--- src/rtl/imem_loader.sv ---
// rtl/imem_loader.sv - framed byte-stream loader writing big-endian words into IMEM
//
// Receives a frame of A5, ADDR_H, ADDR_L, CNT_H, CNT_L, CNT x (HI, LO), CSUM
// over an 8-bit valid/ready byte interface. Each (HI, LO) pair becomes one
// IMEM write. The CPU is held in reset from the frame start byte until a frame
// whose XOR checksum matches has been received.
//
// Ports:
//   clk        in   system clock, rising edge
//   rst        in   synchronous active-low reset
//   rx_data    in   incoming byte
//   rx_valid   in   rx_data valid
//   rx_ready   out  byte consumed on an edge with rx_valid && rx_ready
//   imem_we    out  one-cycle IMEM write strobe
//   imem_addr  out  IMEM write address
//   imem_wdata out  IMEM write word
//   cpu_rst    out  active-high reset to the CPU core
//   busy       out  frame in progress
//   load_ok    out  one-cycle pulse, frame accepted
//   load_err   out  one-cycle pulse, checksum mismatch
module imem_loader #(
    parameter int im_size = 16,
    parameter int iw_size = 16
) (
    input  logic               clk,
    input  logic               rst,
    input  logic [7:0]         rx_data,
    input  logic               rx_valid,
    output logic               rx_ready,
    output logic               imem_we,
    output logic [im_size-1:0] imem_addr,
    output logic [iw_size-1:0] imem_wdata,
    output logic               cpu_rst,
    output logic               busy,
    output logic               load_ok,
    output logic               load_err
);

    localparam logic [7:0] SOF = 8'hA5;

    typedef enum logic [3:0] {
        S_IDLE,
        S_ADDR_H,
        S_ADDR_L,
        S_CNT_H,
        S_CNT_L,
        S_DATA_H,
        S_DATA_L,
        S_CSUM,
        S_DONE_OK,
        S_DONE_ERR
    } state_t;

    state_t               r_state;
    state_t               w_next;
    logic                 r_ready_en;
    logic [15:0]          r_addr;
    logic [15:0]          r_cnt;
    logic [7:0]           r_hi;
    logic [7:0]           r_xor;
    logic                 r_we;
    logic [im_size-1:0]   r_waddr;
    logic [iw_size-1:0]   r_wdata;
    logic                 r_cpu_rst;
    logic                 w_accept;
    logic                 w_done;

    // r_ready_en keeps rx_ready low while reset is held and during the
    // reset-release edge, so no byte is ever consumed in a reset cycle.
    assign w_done     = (r_state == S_DONE_OK) || (r_state == S_DONE_ERR);
    assign rx_ready   = r_ready_en && !w_done;
    assign w_accept   = rx_valid && rx_ready;

    assign imem_we    = r_we;
    assign imem_addr  = r_waddr;
    assign imem_wdata = r_wdata;
    assign cpu_rst    = r_cpu_rst;
    assign busy       = (r_state != S_IDLE);
    assign load_ok    = (r_state == S_DONE_OK);
    assign load_err   = (r_state == S_DONE_ERR);

    always_ff @(posedge clk) begin
        if (!rst) begin
            r_state <= S_IDLE;
        end else begin
            r_state <= w_next;
        end
    end

    always_comb begin
        w_next = r_state;
        case (r_state)
            S_IDLE:     if (w_accept && rx_data == SOF) w_next = S_ADDR_H;
            S_ADDR_H:   if (w_accept) w_next = S_ADDR_L;
            S_ADDR_L:   if (w_accept) w_next = S_CNT_H;
            S_CNT_H:    if (w_accept) w_next = S_CNT_L;
            S_CNT_L: begin
                // Count low byte is still on the bus; test the full count here.
                if (w_accept) begin
                    w_next = ({r_cnt[15:8], rx_data} != 16'd0) ? S_DATA_H : S_CSUM;
                end
            end
            S_DATA_H:   if (w_accept) w_next = S_DATA_L;
            S_DATA_L: begin
                if (w_accept) begin
                    w_next = (r_cnt == 16'd1) ? S_CSUM : S_DATA_H;
                end
            end
            S_CSUM: begin
                if (w_accept) begin
                    w_next = (rx_data == r_xor) ? S_DONE_OK : S_DONE_ERR;
                end
            end
            S_DONE_OK:  w_next = S_IDLE;
            S_DONE_ERR: w_next = S_IDLE;
            default:    w_next = S_IDLE;
        endcase
    end

    always_ff @(posedge clk) begin
        if (!rst) begin
            r_ready_en <= 1'b0;
            r_addr     <= '0;
            r_cnt      <= '0;
            r_hi       <= '0;
            r_xor      <= '0;
            r_we       <= 1'b0;
            r_waddr    <= '0;
            r_wdata    <= '0;
            r_cpu_rst  <= 1'b1;
        end else begin
            r_ready_en <= 1'b1;
            r_we       <= 1'b0;
            if (w_accept) begin
                case (r_state)
                    S_IDLE: begin
                        if (rx_data == SOF) begin
                            r_xor     <= '0;
                            r_cpu_rst <= 1'b1;
                        end
                    end
                    S_ADDR_H: begin
                        r_addr[15:8] <= rx_data;
                        r_xor        <= r_xor ^ rx_data;
                    end
                    S_ADDR_L: begin
                        r_addr[7:0] <= rx_data;
                        r_xor       <= r_xor ^ rx_data;
                    end
                    S_CNT_H: begin
                        r_cnt[15:8] <= rx_data;
                        r_xor       <= r_xor ^ rx_data;
                    end
                    S_CNT_L: begin
                        r_cnt[7:0] <= rx_data;
                        r_xor      <= r_xor ^ rx_data;
                    end
                    S_DATA_H: begin
                        r_hi  <= rx_data;
                        r_xor <= r_xor ^ rx_data;
                    end
                    S_DATA_L: begin
                        // Address wraps naturally at the 16-bit boundary.
                        r_we    <= 1'b1;
                        r_waddr <= r_addr[im_size-1:0];
                        r_wdata <= {r_hi, rx_data};
                        r_addr  <= r_addr + 16'd1;
                        r_cnt   <= r_cnt - 16'd1;
                        r_xor   <= r_xor ^ rx_data;
                    end
                    S_CSUM: begin
                        if (rx_data == r_xor) begin
                            r_cpu_rst <= 1'b0;
                        end
                    end
                    default: begin
                    end
                endcase
            end
        end
    end

endmodule
--- config.mk ---
export PLATFORM = sky130hd
export DESIGN_NAME = imem_loader
export DESIGN_NICKNAME = d
export VERILOG_FILES = /design/src/rtl/imem_loader.sv
export SDC_FILE = /design/constraint.sdc
export NUM_CORES = 1
export LEC_CHECK = 0
export ABC_CLOCK_PERIOD_IN_PS = 5200
export CAP_MARGIN = 40
export CORE_MARGIN = 3
export CORE_UTILIZATION = 50
export CTS_CLUSTER_SIZE = 28
export DETAILED_ROUTE_END_ITERATION = 6
export GPL_TIMING_DRIVEN = 0
export PLACE_DENSITY = 0.82
export SLEW_MARGIN = 20
export SYNTH_ARGS = -nofsm -noshare
export SYNTH_HDL_FRONTEND = slang
export SYNTH_SLANG_ARGS = --single-unit
--- constraint.sdc ---
create_clock -name clk -period 5.2 [get_ports clk]
set_input_delay 0.52 -clock clk [delete_from_list [all_inputs] [get_ports clk]]
set_output_delay 0.52 -clock clk [all_outputs]
set_load 0.1 [all_outputs]
* Yosys cells after proc, flatten, opt, wreduce, memory -nomap -nowiden
Index checks and enable logic that the tools add are counted.
Word-level totals: bits in registers 87, latch bits 0, memory bits (writable) 0, ROM bits 0, bits of input ports 11, output and inout port bits 38, word-level logic and storage cells 85, memories kept 0
Operators by class: add/subtract/negate cells 2, multipliers 0, divide/modulo/power cells 0, $lt $le $gt $ge 0, equality and inequality tests 22, shifts and indexed selects 0, muxes and demuxes 23, bitwise operators 1, reduce and logical (&&, ||, !) cells 25
Operator list (count):
- 8-bit case mux with 2 select lines | 5
- 4-bit two-way mux | 8
- 4-bit case mux with 8 select lines | 1
- 2-bit inequality test, second input constant | 10
- 16-bit by 1-bit adder with 16-bit output, second input constant | 1
- 16-bit by 1-bit equality test with 1-bit output, second input constant | 1
- 4-bit by 3-bit equality test with 1-bit output, second input constant | 4
- 16-bit nonzero test | 1
- 16-bit by 1-bit subtractor with 16-bit output, second input constant | 1
- 2-bit AND reduction | 7
- 2-bit nonzero test | 6
- 4-bit by 2-bit equality test with 1-bit output, second input constant | 2
- 4-bit equality test, second input constant | 2
- 8-bit equality test | 1
- 8-bit equality test, second input constant | 1
- 8-bit two-way mux | 1
- 8-bit AND reduction | 1
- 8-bit bitwise XOR | 1
- 6-bit OR reduction | 1
- 1-bit two-way mux | 5
- 4-bit by 1-bit equality test with 1-bit output, second input constant | 1
- 4-bit logical NOT | 1
- 2-bit two-way mux | 2
- 4-bit AND reduction | 1
- 6 further kinds | 8

* Depth between registers and ports, before layout
word-level depth 8, gate-level depth with buffers 7, depth with buffers taken out 6

* Worst setup path before layout
No wires, ideal clock.
path kind flip-flop to output port, start reg r_state[3], end out load_err, arrival 3.156 ns, required time 4.680 ns, slack 1.524 ns, cell stages (with the launch flop) 5, buffers on the path 2, cell sequence dfxtp_1 -> clkbuf_1 -> clkbuf_1 -> nand2_1 -> nor3b_1
On the way: word-level cells in the longest chain between the ends 1
RTL lines:
- start: declaration | line 54 | state_t r_state;
- start signal: assignment | line 86 | r_state <= w_next;
- 4-bit equality test | line 80 | assign load_err = (r_state == S_DONE_ERR);
- end: declaration | line 36 | output logic load_err
No other way between the ends.

* Worst setup path after layout
Ends and elaborated chain as after synthesis.

==> summary.md <==
| Metric | Value |
|---|---|
| Slew @ Worst Pin | `0.7712 ns` |
| Critical path class | `register to output port` |
| Remaining global-route overflow | `0` |
| Worst IR drop on VDD | `0.0001932 V` |
| Initial Util | `0.5241` |
| GP Congestion | `0.9711` |
| PortBufs | `41` |
| R2r setup slk | `2.78 ns` |
| Seq/Total Area, Yosys | `0.3965` |
| Total number of vias | `4,753` |
| Final Instance Count excl. Fillers | `761` |
| DIE HEIGHT | `99.74 um` |
| CP arrival | `2.53 ns` |
| Unrepaired setup endpoints after global routing | `false` |
| I/O pins | `49` |
| Mapped cell area | `0.004393 mm^2` |
| CP Cell Sequence | `clkbuf_1, clkbuf_1, nand2_1, nor3b_1, clkdlybuf4s50_1, buf_8` |
| Max-Cap Viols | `0` |
| Core area | `0.008382 mm^2` |
| Ratio of cells with drive above 1 in the final layout | `0.1098` |
| Post-synth cell types | `56` |
| Final Hold Fails | `0` |
| Origin of the critical flop-to-flop path | `r_state[3]$_SDFFE_PN0P_` |
| Ys async rst share | `0` |
| Adder-cell share of the synthesized area | `0.008545` |
| Clock Tree Buf Depth | `2` |
| Largest family of logic cells by synthesized area | `simple AND/OR/NAND/NOR gates` |
| Status | `complete, no violations` |
| Proportion of synthesized area in mux cells | `0.02506` |
| Endpoints failing setup | `0` |
| YS warnings | `0` |
| Largest net degree at the start of global routing | `15` |
| HP Class | `input pin to register` |
| Period utilization | `0.5873` |
| Nets | `666` |
| DP Cell Count | `745` |
| Crit path required time | `4.68 ns` |
| DRT iter0 DRCs | `427` |
| Vias per inst | `6.246` |
| H-tree depth | `3` |
| Synthesis-stage register bit count | `87` |
| Number of global-route vias before repair | `4,656` |
| Compound-Gate Fraction of Synth Area | `0.2279` |
| Area Growth Syn to Fin | `29.48%` |
| Cell row count | `33` |
| Post-Syn Instances | `560` |
| CTS sink count | `87` |
| WHS Path Cells | `3` |
| Mean routed wirelength per cell | `18.04 um` |
| Drt pass-1 iters | `5` |
| Initial antenna violation count | `0` |
| Postcts setup bufs | `0` |
| Worst skew pair latency | `0.36 ns` |
| Die footprint | `0.009947 mm^2` |
| Worst-path clk slew | `0.09 ns` |
| Crit path max-delay cell type | `clkdlybuf4s50_1` |
| CTS Hold Bufs | `0` |
| Critical Path Start Type | `register` |
| Lkg Pwr | `1.938 nW` |
| Final ANT Viol Nets | `0` |
| First-pass GRT wire length | `22,360 um` |
| Max Slew Vio Count | `0` |
| Most frequent cell on the critical path | `clkbuf_1` |
| Final worst path period need | `3.054 ns` |
| Syn_nets | `574` |
| Gr usage total | `0.2793` |
| Hold path start | `rx_data[1]` |
| CTS buffer count | `9` |
| Syn_area_per_cell | `7.845 um^2` |
| Final WL | `13,730 um` |
| R2r endpoint | `imem_wdata[2]$_SDFFE_PN0P_` |
| FMAX | `0.3275 GHz` |
| Residual DRC count | `0` |
| Ys flop type | `dfxtp_1` |
| XOR/XNOR Fraction of Synth Area | `0.01994` |
| Post-Synth Simple-Gate Area | `0.2754` |
| Rel. slew slack | `0.4859` |
| TNS Setup | `0 ns` |
| Critical Path Fanout Max | `10` |
| Final Skew | `0.008681 ns` |
| N_diodes | `0` |
| EDFF count, synth | `0` |
| Pwr/cell area | `204.4 mW/mm^2` |
| TritonCTS clock tree | `yes` |
| R2R depth | `7` |
| Die span in x | `99.74 um` |
| Resize count post-CTS | `0` |
| Hold worst-path end | `imem_wdata[1]$_SDFFE_PN0P_` |
| CTS root buffer | `clkbuf_8` |
| Detailed Place HPWL | `9815 um` |
| CP max stage delay | `0.54 ns` |
| Crit path capture type | `output port` |
worst max path at each step:
stage,end,slack (ns),start
after detailed placement,r_state[1]$_SDFFE_PN0P_,2.48,rx_data[3]
after global placement,load_err,2.18,r_state[3]$_SDFFE_PN0P_
final,load_err,2.15,r_state[3]$_SDFFE_PN0P_
after global routing,load_err,1.97,r_state[3]$_SDFFE_PN0P_
after floorplan,load_err,1.52,r_state[3]$_SDFFE_PN0P_
after CTS,load_err,2.16,r_state[3]$_SDFFE_PN0P_
power by group:
part / leakage (nW) / internal [W] / total (W) / switching (W)
Clock: 0.0881 / 0.000184 / 0.000433 / 0.000249
Combinational: 1.15 / 0.0000168 / 0.0000627 / 0.0000460
Sequential: 0.701 / 0.000666 / 0.000667 / 0.000000816
Total: 1.94 / 0.000867 / 0.00116 / 0.000296
cell usage after synthesis (2+ instances only):
master	instances	area share
buf_6	2	0.0051
nand3b_1	10	0.017
nand2b_1	6	0.0085
o2bb2ai_1	3	0.0060
o311ai_0	8	0.016
xnor2_1	8	0.016
a41oi_1	2	0.0040
and2_1	11	0.016
nor2_1	39	0.033
a21oi_1	61	0.069
mux2i_1	11	0.025
or2_2	2	0.0028
a211oi_1	4	0.0068
and4_1	2	0.0040
a311oi_1	4	0.0080
and3_1	4	0.0057
o211ai_1	5	0.0085
o21ai_0	40	0.046
a31oi_1	7	0.010
clkbuf_1	30	0.026
nor3_1	14	0.016
o21a_1	7	0.012
nor3b_1	5	0.0085
nand3_1	10	0.011
xor2_1	2	0.0040
ha_1	3	0.0085
inv_1	6	0.0051
or3_1	3	0.0043
nand4_1	10	0.014
o21ai_1	4	0.0046
or4_1	5	0.0085
nor4_1	18	0.026
a21boi_0	4	0.0068
dfxtp_1	87	0.40
buf_2	8	0.0091
nand2_1	87	0.074
buf_1	2	0.0017
o31a_1	6	0.012
o22ai_1	2	0.0028
and3b_1	2	0.0040
registers in the layout (all words and copies together), names as in the netlist:
name and count:
r_hi 8, r_ready_en 1, r_xor 8, imem_addr 16, r_addr 16, cpu_rst 1
r_cnt 16, imem_wdata 16, r_state 4, imem_we 1
cells in the final DEF (no fill, tap or decap), types with 14 or more instances in the layout:
cell | synthesis | final
a21oi_1 | 61 | 61
buf_8 | 0 | 38
clkbuf_1 | 30 | 30
clkdlybuf4s50_1 | 0 | 41
dfxtp_1 | 87 | 87
nand2_1 | 87 | 87
nor2_1 | 39 | 39
nor3_1 | 14 | 14
nor4_1 | 18 | 18
o21ai_0 | 40 | 40
layout make-up:
| class | instances | area [um^2] |
|---|---|---|
| clock buffers | 10 | 137.6 |
| inverters | 6 | 22.52 |
| fillers | 668 | 2694 |
| clock inverters | 5 | 35.03 |
| plain buffers | 42 | 182.7 |
| repair buffers | 81 | 991.0 |
| well taps | 105 | 131.4 |
| multi-input cells | 425 | 2446 |
| flip-flops and latches | 87 | 1742 |
metrics by stage:
stage,cell area [um^2],hold slack [ns],setup WS (ns),total power (W),util
floorplan,4393,0.4313,1.524,0.0007184,-
global placement,4935,0.4437,2.178,0.0007395,0.5887
detailed placement,5510,0.4501,2.481,0.0007424,0.6574
CTS,5683,0.4082,2.158,0.001162,0.6780
global route,5688,0.4139,1.970,0.001198,0.6786
finish,5688,0.4236,2.146,0.001162,0.6786
cell families after synthesis:
kind of cell / count (synthesis)
xor gates and xnor gates: 10
buffers and inverters: 48
adders and majority gates: 3
DFF: 87
and+or+nand+nor: 237
AOI/OAI and AO/OA: 164
muxes: 11
worst max-delay path: cells and delay by family (launching register included):
kind | cells | cell delay [ns]
AND/OR/NAND/NOR | 2 | 0.38
flip-flops | 1 | 0.33
buffers and inverters | 4 | 1.46
per-layer routing:
layer / GRT usage / wire length [um] / vias to the layer above
met2: 0.4669 / 6604 / 273
met5: 0 / 0 / -
met3: 0.07714 / 1355 / 47
met1: 0.3460 / 5381 / 2218
met4: 0.09454 / 384 / 0
li1: - / - / 2215
Power figures use the tool's default switching activity.
